## config.mk

```make
export PLATFORM = sky130hd
export DESIGN_NAME = mem_port_arbiter
export DESIGN_NICKNAME = d
export VERILOG_FILES = /design/src/rtl/arb_pkg.sv /design/src/rtl/arb_starve_counter.sv /design/src/rtl/mem_port_arbiter.sv
export SDC_FILE = /design/constraint.sdc
export NUM_CORES = 1
export LEC_CHECK = 0
export ABC_AREA = 1
export BUFFER_PORTS_ARGS = -buffer_cell sky130_fd_sc_hd__clkbuf_2
export CAP_MARGIN = 20
export CORE_MARGIN = 8
export CORE_UTILIZATION = 25
export DETAILED_ROUTE_END_ITERATION = 12
export PLACE_DENSITY_LB_ADDON = 0.08
export SLEW_MARGIN = 20
export SYNTH_ARGS = -nofsm -noshare
export SYNTH_HDL_FRONTEND = slang
export SYNTH_SLANG_ARGS = --single-unit
```

## constraint.sdc

```tcl
create_clock -name clk -period 1.1 [get_ports clk]
set_clock_uncertainty 0.15 [all_clocks]
set_input_delay 0 -clock clk [delete_from_list [all_inputs] [get_ports clk]]
set_output_delay 0 -clock clk [all_outputs]
set_load 0.01 [all_outputs]
```

## src/rtl/arb_pkg.sv

```systemverilog
// rtl/arb_pkg.sv - shared owner encoding and counter width for the memory port arbiter
package arb_pkg;

  localparam int STARVE_CNT_W = 4;

  typedef enum logic [1:0] {
    OWN_NONE = 2'd0,
    OWN_IF   = 2'd1,
    OWN_LS   = 2'd2
  } owner_e;

endpackage

```

## src/rtl/arb_starve_counter.sv

```systemverilog
// rtl/arb_starve_counter.sv - saturating count of consecutive cycles fetch lost arbitration
module arb_starve_counter
  import arb_pkg::*;
(
  input  logic                    clk,
  input  logic                    rst,
  input  logic                    inc,
  input  logic                    clr,
  input  logic [STARVE_CNT_W-1:0] limit,
  output logic                    at_limit
);

  logic [STARVE_CNT_W-1:0] cnt_q;
  logic [STARVE_CNT_W-1:0] cnt_d;

  // clear wins over increment; the count stops once it reaches the limit
  always_comb begin
    cnt_d = cnt_q;
    if (clr) begin
      cnt_d = '0;
    end else if (inc && (cnt_q < limit)) begin
      cnt_d = cnt_q + 1'b1;
    end
  end

  // counter register
  always_ff @(posedge clk) begin
    if (rst) begin
      cnt_q <= '0;
    end else begin
      cnt_q <= cnt_d;
    end
  end

  assign at_limit = (cnt_q == limit);

endmodule

```

## src/rtl/mem_port_arbiter.sv

```systemverilog
// rtl/mem_port_arbiter.sv - shares one sync-read memory port between fetch and load/store; optional ARB_PERF_CNT_EN
module mem_port_arbiter
  import arb_pkg::*;
#(
  parameter int ADDR_W       = 16,
  parameter int DATA_W       = 32,
  parameter int STARVE_LIMIT = 3
) (
  input  logic              clk,
  input  logic              rst,
  input  logic              if_req_i,
  input  logic [ADDR_W-1:0] if_addr_i,
  output logic [DATA_W-1:0] if_rdata_o,
  output logic              if_valid_o,
  output logic              if_stall_o,
  input  logic              ls_req_i,
  input  logic              ls_we_i,
  input  logic [ADDR_W-1:0] ls_addr_i,
  input  logic [DATA_W-1:0] ls_wdata_i,
  output logic [DATA_W-1:0] ls_rdata_o,
  output logic              ls_valid_o,
  output logic              ls_stall_o,
`ifdef ARB_PERF_CNT_EN
  output logic [31:0]       perf_conflict_o,
  output logic [31:0]       perf_force_o,
`endif
  output logic              mem_en_o,
  output logic              mem_we_o,
  output logic [ADDR_W-1:0] mem_addr_o,
  output logic [DATA_W-1:0] mem_wdata_o,
  input  logic [DATA_W-1:0] mem_rdata_i
);

  localparam logic [STARVE_CNT_W-1:0] LIMIT = STARVE_CNT_W'(STARVE_LIMIT);

  logic   at_limit;
  logic   grant_if;
  logic   grant_ls;
  owner_e owner_q;
  owner_e owner_d;
  logic   store_q;
  logic   store_d;

  // load/store wins conflicts unless fetch has starved for LIMIT cycles
  always_comb begin
    grant_if = if_req_i & (~ls_req_i | at_limit);
    grant_ls = ls_req_i & ~grant_if;
  end

  assign if_stall_o = if_req_i & ~grant_if;
  assign ls_stall_o = ls_req_i & ~grant_ls;

  // drive the memory port from the winner; fetch never writes
  always_comb begin
    mem_en_o    = 1'b0;
    mem_we_o    = 1'b0;
    mem_addr_o  = '0;
    mem_wdata_o = '0;
    if (grant_ls) begin
      mem_en_o    = 1'b1;
      mem_we_o    = ls_we_i;
      mem_addr_o  = ls_addr_i;
      mem_wdata_o = ls_wdata_i;
    end else if (grant_if) begin
      mem_en_o    = 1'b1;
      mem_addr_o  = if_addr_i;
    end
  end

  // remember who owns next cycle's read data, and whether it was a store
  always_comb begin
    owner_d = OWN_NONE;
    store_d = 1'b0;
    if (grant_if) begin
      owner_d = OWN_IF;
    end else if (grant_ls) begin
      owner_d = OWN_LS;
      store_d = ls_we_i;
    end
  end

  // owner register; reset drops any access in flight
  always_ff @(posedge clk) begin
    if (rst) begin
      owner_q <= OWN_NONE;
      store_q <= 1'b0;
    end else begin
      owner_q <= owner_d;
      store_q <= store_d;
    end
  end

  // route memory read data to the owner only; stores complete with zero data
  always_comb begin
    if_valid_o = (owner_q == OWN_IF);
    ls_valid_o = (owner_q == OWN_LS);
    if_rdata_o = if_valid_o ? mem_rdata_i : '0;
    ls_rdata_o = (ls_valid_o && !store_q) ? mem_rdata_i : '0;
  end

  arb_starve_counter u_starve (
    .clk      (clk),
    .rst      (rst),
    .inc      (if_req_i & grant_ls),
    .clr      (grant_if | ~if_req_i),
    .limit    (LIMIT),
    .at_limit (at_limit)
  );

`ifdef ARB_PERF_CNT_EN
  logic [31:0] conflict_q;
  logic [31:0] conflict_d;
  logic [31:0] force_q;
  logic [31:0] force_d;

  // count conflict cycles and starvation-forced fetch grants, wrapping naturally
  always_comb begin
    conflict_d = conflict_q;
    force_d    = force_q;
    if (if_req_i && ls_req_i) begin
      conflict_d = conflict_q + 32'd1;
      if (at_limit) begin
        force_d = force_q + 32'd1;
      end
    end
  end

  // performance counter registers
  always_ff @(posedge clk) begin
    if (rst) begin
      conflict_q <= '0;
      force_q    <= '0;
    end else begin
      conflict_q <= conflict_d;
      force_q    <= force_d;
    end
  end

  assign perf_conflict_o = conflict_q;
  assign perf_force_o    = force_q;
`endif

endmodule

```

==> results of run 1 <==
## area by class of cell
cell class / instances / area, um^2 / share of cell area
Clock buffer: 4 / 45.04 / 0.01152
Timing Repair Buffer: 243 / 1903 / 0.4867
Timing Repair inverter: 2 / 27.53 / 0.007040
Sequential cell: 7 / 150.1 / 0.03840
Multi-Input combinational cell: 169 / 1403 / 0.3587
Inverter: 76 / 297.8 / 0.07616
Tap cell: 67 / 83.83 / 0.02144
## logic make-up after synthesis
kind of cell	after synthesis
flip-flops	7
buffers and inverters	87
AND/OR/NAND/NOR	164
AO/OA/AOI/OAI	3
XOR/XNOR	1
adder cells (fa/ha/maj)	1
## metal layers
layer,up-vias,wire length (um),track usage
li1,1188,-,-
met1,1168,3353,0.1532
met2,168,5552,0.3583
met3,32,885,0.07372
met4,0,391,0.02034
met5,-,0,0
## worst max-delay path, cell delays in order (launching register included)
cell and delay, ns:
dfxtp_2 0.32, ha_4 0.17, nand2_4 0.08, nand2_4 0.08
nand2_8 0.14, clkinv_8 0.12, nand2_4 0.07, nand2_2 0.05
clkbuf_2 0.15
## path summary, 6_finish.rpt
path | end | depth (start not counted)
setup / recovery | mem_addr_o[11] | 8
hold / removal | mem_wdata_o[19] | 4
setup reg to reg | u_starve.cnt_q[1] | 7
hold reg to reg | u_starve.cnt_q[3] | 2
## flip-flops by register name, indices dropped and copies added, names as in the netlist
| signal | cells |
|---|---|
| u_starve.cnt_q | 4 |
| store_q | 1 |
| owner_q | 2 |
## through the flow
step	TNS [ns]	power (uW)	cell area, um^2	worst slack (ns)
2_1_floorplan	-3.644	699.2	1415	-0.08694
3_3_place_gp	-8.755	1109	2619	-0.1791
5_1_grt	-46.08	2052	3910	-0.5347
4_1_cts	-32.45	1600	2983	-0.4043
3_5_place_dp	-9.619	1119	2619	-0.2033
6_report	-37.83	1928	3910	-0.4777
## cell usage after synthesis
master	count
nor2_1	105
inv_1	75
clkbuf_1	6
nor2_4	1
buf_12	1
dfxtp_1	7
buf_4	1
nand2_4	3
o21ai_0	1
a31oi_4	1
nand2_1	45
nor3_1	1
inv_6	1
xnor2_1	1
ha_1	1
buf_6	3
o21bai_4	1
nand2_2	9
## where the power goes
part           total [uW]  leakage, uW  switching [uW]  internal, uW
Clock                 350    0.0000228            99.9           250
Combinational        1310      0.00218             701           609
Sequential            268    0.0000600            7.01           261
## repair_timing
action	in CTS	in global routing
pin swaps	5	12
resized for setup	46	268
buffers inserted	3	4
setup endpoints to repair	123	124
hold buffers	2	0
gates cloned	6	3
endpoints found under the hold margin	7	0
==> flow_summary.ini, run 1 <==
[final_layout]
layout_commonest_cell = clkbuf_2
final_core_util = 0.8170
drive_above_1_share = 0.7325
antenna_cells = 0
finalNonFillerCells = 568
layout_common_cells = 134 x clkbuf_2, 72 x inv_1, 67 x buf_6
syn_to_final_growth_pct = 212.8
nets = 604
fillers = 285

[drt]
drt_wl_total_um = 10180
ant_nets = 0
via_count = 2556
wl_per_cell_um = 17.92
drt_first_pass_iters = 4
drt_iter0_drc = 112
vias_per_cell = 4.500
drc = 0

[synth]
synth.yosys.seq_area_share = 0.1121
synth_mux_area_frac = 0
netlist_area_mm2 = 0.001250
synth_top_family_by_area = simple AND/OR/NAND/NOR gates
synthTopCellsByArea = nor2_1 32%, inv_1 23%, nand2_1 14%, dfxtp_1 11%, nand2_2 4.5%
synth_compound_area_frac = 0.03604
synth_seq_cells = 7
yosysTopAreaCellShare = 0.3153
syn_inst = 263
synth_fa_ha_area_frac = 0.01001
synth_simple_gate_area_share = 0.5355
syn_area_per_cell_um2 = 4.753
ys_types = 18
yosys_warnings = 0
synth_top_cell_by_area = nor2_1
synth-xor-area-share = 0.007007
synth.net_count = 365

[hold_path]
hp-class = input pin to primary output
min-delay-start = ls_wdata_i[19]

[placed_design]
gp_congestion = 0.8055
io_buffers = 218
hpwl_um = 5854
dp_cells = 549

[worst_setup_path]
cp.required_ns = 0.95
endpoint_kind = primary output
r2r_slack_ns = -0.20
reg2reg_from = u_starve.cnt_q[1]
cp-start-kind = flip-flop
critical_path.startpoint = u_starve.cnt_q[1]
path_max_fanout = 8
arrival_ns = 1.43
path_class = flip-flop to primary output

[grt]
grt_pass1_wl_um = 10650
first_global_vias = 2285
grt_antenna_before_repair = 0
grt_max_degree = 24
grtUsageTotal = 0.1739
overflow = 0

[sta]
hold_viol_final = 0
hold_ws_ns = 0.1138
rsz0062_at_grt = yes
setup_ws_ns = -0.4777
drv_slew = 0
post-route-period-util = 1.434
setup_viol = 123
timing.slew.headroom = 0.7732
worst_pin_slew_ns = 0.3366
min_period_ns = 1.578
fmax_ghz = 0.6338

[floorplan]
start_util = 0.2612
core-area_mm2 = 0.004786
num_rows = 25
io_pins = 219
die_h_um = 86.71
die_w_um = 86.71
die_area_mm2 = 0.007519

[clock_tree]
cts.htree.levels = 1
cts_tree = done
clk_pin_slew_ns = 0.04
clock-root-buffer = clkbuf_8
cts.sinks = 7
cts_buffer_depth = 2
cts_buffers = 3
clock_latency_ns = 0.22

[run_status]
outcome = finished with violations
violations = negative setup slack

[power_and_ir_drop]
vdd_drop_max_mv = 0.7766
p_leak_uw = 0.002259
p_per_area_mw_per_mm2 = 493.0

[flow_run]
cap_viol_max_count = 0
Note: power is estimated with default switching activity, not from simulation.
==> inputs of run 2 (changes only) <==
- CORE_UTILIZATION: 25 -> 27
- SYNTH_HIERARCHICAL: default -> 1
==> flow_summary.ini, run 2 <==
[grt]
busiest_layer = met2
met2_usage = 0.3962
grt_pass1_wl_um = 13010
first_global_vias = 2751
grt_antenna_before_repair = 0
grt_use_met3 = 0.08264
use_met1 = 0.1890
grt_max_degree = 29
overflow = 0
grtUsageTotal = 0.2080

[clock_tree]
clock-root-buffer = clkbuf_8
cts_tree = done
clock_latency_ns = 0.22
cts.sinks = 7
cts_buffers = 3
clk_pin_slew_ns = 0.04
cts.htree.levels = 1
cts_buffer_depth = 2

[power_and_ir_drop]
p_leak_uw = 0.002349
p_per_area_mw_per_mm2 = 521.3
vdd_drop_max_mv = 0.3014

[final_layout]
largest-register = u_starve/cnt_q
regArea_um2 = 148.9
finalInstanceArea_mm2 = 0.003794
multi_input_area_mm2 = 0.001398
nets = 654
largest_register_ffs = 4
fillers = 381
drive_above_1_share = 0.7934
syn_to_final_growth_pct = 165.3
antenna_cells = 0
reg_top3 = u_starve/cnt_q (4), owner_q (2), store_q (1)
layout_commonest_cell = clkbuf_2
layout_common_cells = 163 x clkbuf_2, 52 x nand2_2, 47 x inv_1

[synth]
yosysMostFrequentCell = inv_1
syn_inst = 303
synth.yosys.seq_area_share = 0.09799
synth_seq_cells = 7
synthTopCellsByArea = inv_1 22%, nand2_1 21%, nor2_1 20%, dfxtp_1 9.8%, nand3_1 6.6%
ys_types = 18
synth_top_cell_by_area = inv_1
synth_ff_type = dfxtp_1
synth-edff-count = 0
yosysTopAreaCellShare = 0.2205
yosys_warnings = 6
synth-async-reset-ratio = 0
syn_area_per_cell_um2 = 4.720
synthTopCellsByCount = 84 x inv_1, 80 x nand2_1, 77 x nor2_1, 19 x nand3_1
netlist_area_mm2 = 0.001430

[sta]
post-route-period-util = 1.659
setup_ws_ns = -0.7250
fmax_ghz = 0.5480
rsz0062_at_grt = yes
hold_ws_ns = 0.1261
setup_tns_ns = -54.71
min_period_ns = 1.825
hold_viol_final = 0
drv_slew = 0
setup_viol = 124

[worst_setup_path]
cp-start-kind = flip-flop
critPathTopFamily = buffers and inverters
crit_chain = inv_2 -> ha_4 -> nand2_4 -> nor2_4 -> a21oi_4 -> buf_12 -> buf_6 -> buf_6 -> nand2_2 -> inv_2 -> clkbuf_2
path_max_fanout = 5
crit_slowest_cell = dfxtp_2
cp_num_buf_inv = 6
path_class = flip-flop to primary output
endpoint_kind = primary output
arrival_ns = 1.67
cp.required_ns = 0.95
max_stage_delay_ns = 0.33

[placed_design]
io_buffers = 218
placed_area_mm2 = 0.002892
dp_slack_ns = -0.4951
gp_congestion = 0.7927
hpwl_um = 6912

[floorplan]
die_area_mm2 = 0.007882
start_util = 0.2800
io_pins = 219
die_h_um = 88.78
die_w_um = 88.78
num_rows = 26
core-area_mm2 = 0.005107

[drt]
vias_per_cell = 4.374
ant_nets = 0
drt_wl_total_um = 9927
drc = 0
drt_iter0_drc = 72
via_count = 2699
wl_per_cell_um = 16.09
drt_first_pass_iters = 4

[flow_run]
cap_viol_max_count = 0

[hold_path]
hp-class = input pin to flip-flop

[run_status]
violations = negative setup slack
outcome = finished with violations
run 2: changes by cell type in the layout (fill, tap and decap cells not counted), moves of 10 or more:
cell      before  now
buf_6         67   32
inv_1         72   47
nand2_2       16   52
nor2_4        65   29
inv_2          1   41
nand3_1        0   18
buf_4          3   13
nor2_2        10   39
clkbuf_2     134  163
nor2_1        31   11
run 2: worst reg2reg max path: stages (launching register included):
cell,delay [ns]
dfxtp_2,0.33
inv_2,0.05
ha_4,0.26
nand2_4,0.04
nor2_4,0.13
inv_2,0.06
nand2_4,0.09
buf_6,0.11
nor2_4,0.03
nand3_2,0.07
inv_2,0.05
nand2_4,0.09
nand2_1,0.05
nand2_1,0.05
nor2_1,0.03
run 2: stage by stage:
| stage | instances | utilization | total power, uW |
|---|---|---|---|
| floorplan | 305 | - | 796.4 |
| global route | 617 | 0.7428 | 2109 |
| CTS | 614 | 0.6899 | 1865 |
| global placement | 596 | 0.5661 | 1265 |
| finish | 617 | 0.7428 | 1978 |
| detailed placement | 596 | 0.5661 | 1272 |
run 2: path summary, 6_finish.rpt:
path,startpoint,slack [ns],end,depth (start not counted)
min reg2reg,u_starve/cnt_q[2],0.45,u_starve/cnt_q[2],3
max,u_starve/cnt_q[0],-0.72,mem_we_o,11
max reg2reg,u_starve/cnt_q[0],-0.60,u_starve/cnt_q[0],14
min,if_req_i,0.13,owner_q[0],4
run 2: cell type report:
cell class / count / share of cell area
Clock buffer: 4 / 0.01187
Inverter: 88 / 0.08707
Multi-Input combinational cell: 196 / 0.3684
Sequential cell: 7 / 0.03925
Tap cell: 70 / 0.02309
Timing Repair Buffer: 252 / 0.4703
run 2: logic make-up after synthesis:
logic type | share of synthesized area
other | 0.005251
AOI/OAI and AO/OA | 0.01487
adders and majority gates | 0.04374
buffers and inverters | 0.3053
DFF | 0.09798
and+or+nand+nor | 0.5267
xor gates and xnor gates | 0.006125
run 2: repair_timing:
| item | 4_1_cts | 5_1_grt |
|---|---|---|
| pin swaps | 3 | 5 |
| gates cloned | 6 | 1 |
| endpoints found under the hold margin | 7 | 0 |
| buffers inserted | 6 | 2 |
| hold buffers | 2 | 0 |
| endpoints found under the setup margin | 123 | 124 |
| resized for setup | 107 | 94 |
run 2: metal layers:
layer,vias to the layer above,part of all wire
li1,1321,-
met2,192,0.51
met1,1154,0.32
met3,32,0.13
met4,0,0.036
met5,-,0
run 2: power by group:
part / internal (uW) / switching (uW) / total, uW / leakage (uW)
sequential: 262 / 6.62 / 269 / 0.0000595
combinational: 643 / 717 / 1360 / 0.00227
clock: 250 / 99.8 / 350 / 0.0000228
total: 1150 / 823 / 1980 / 0.00235
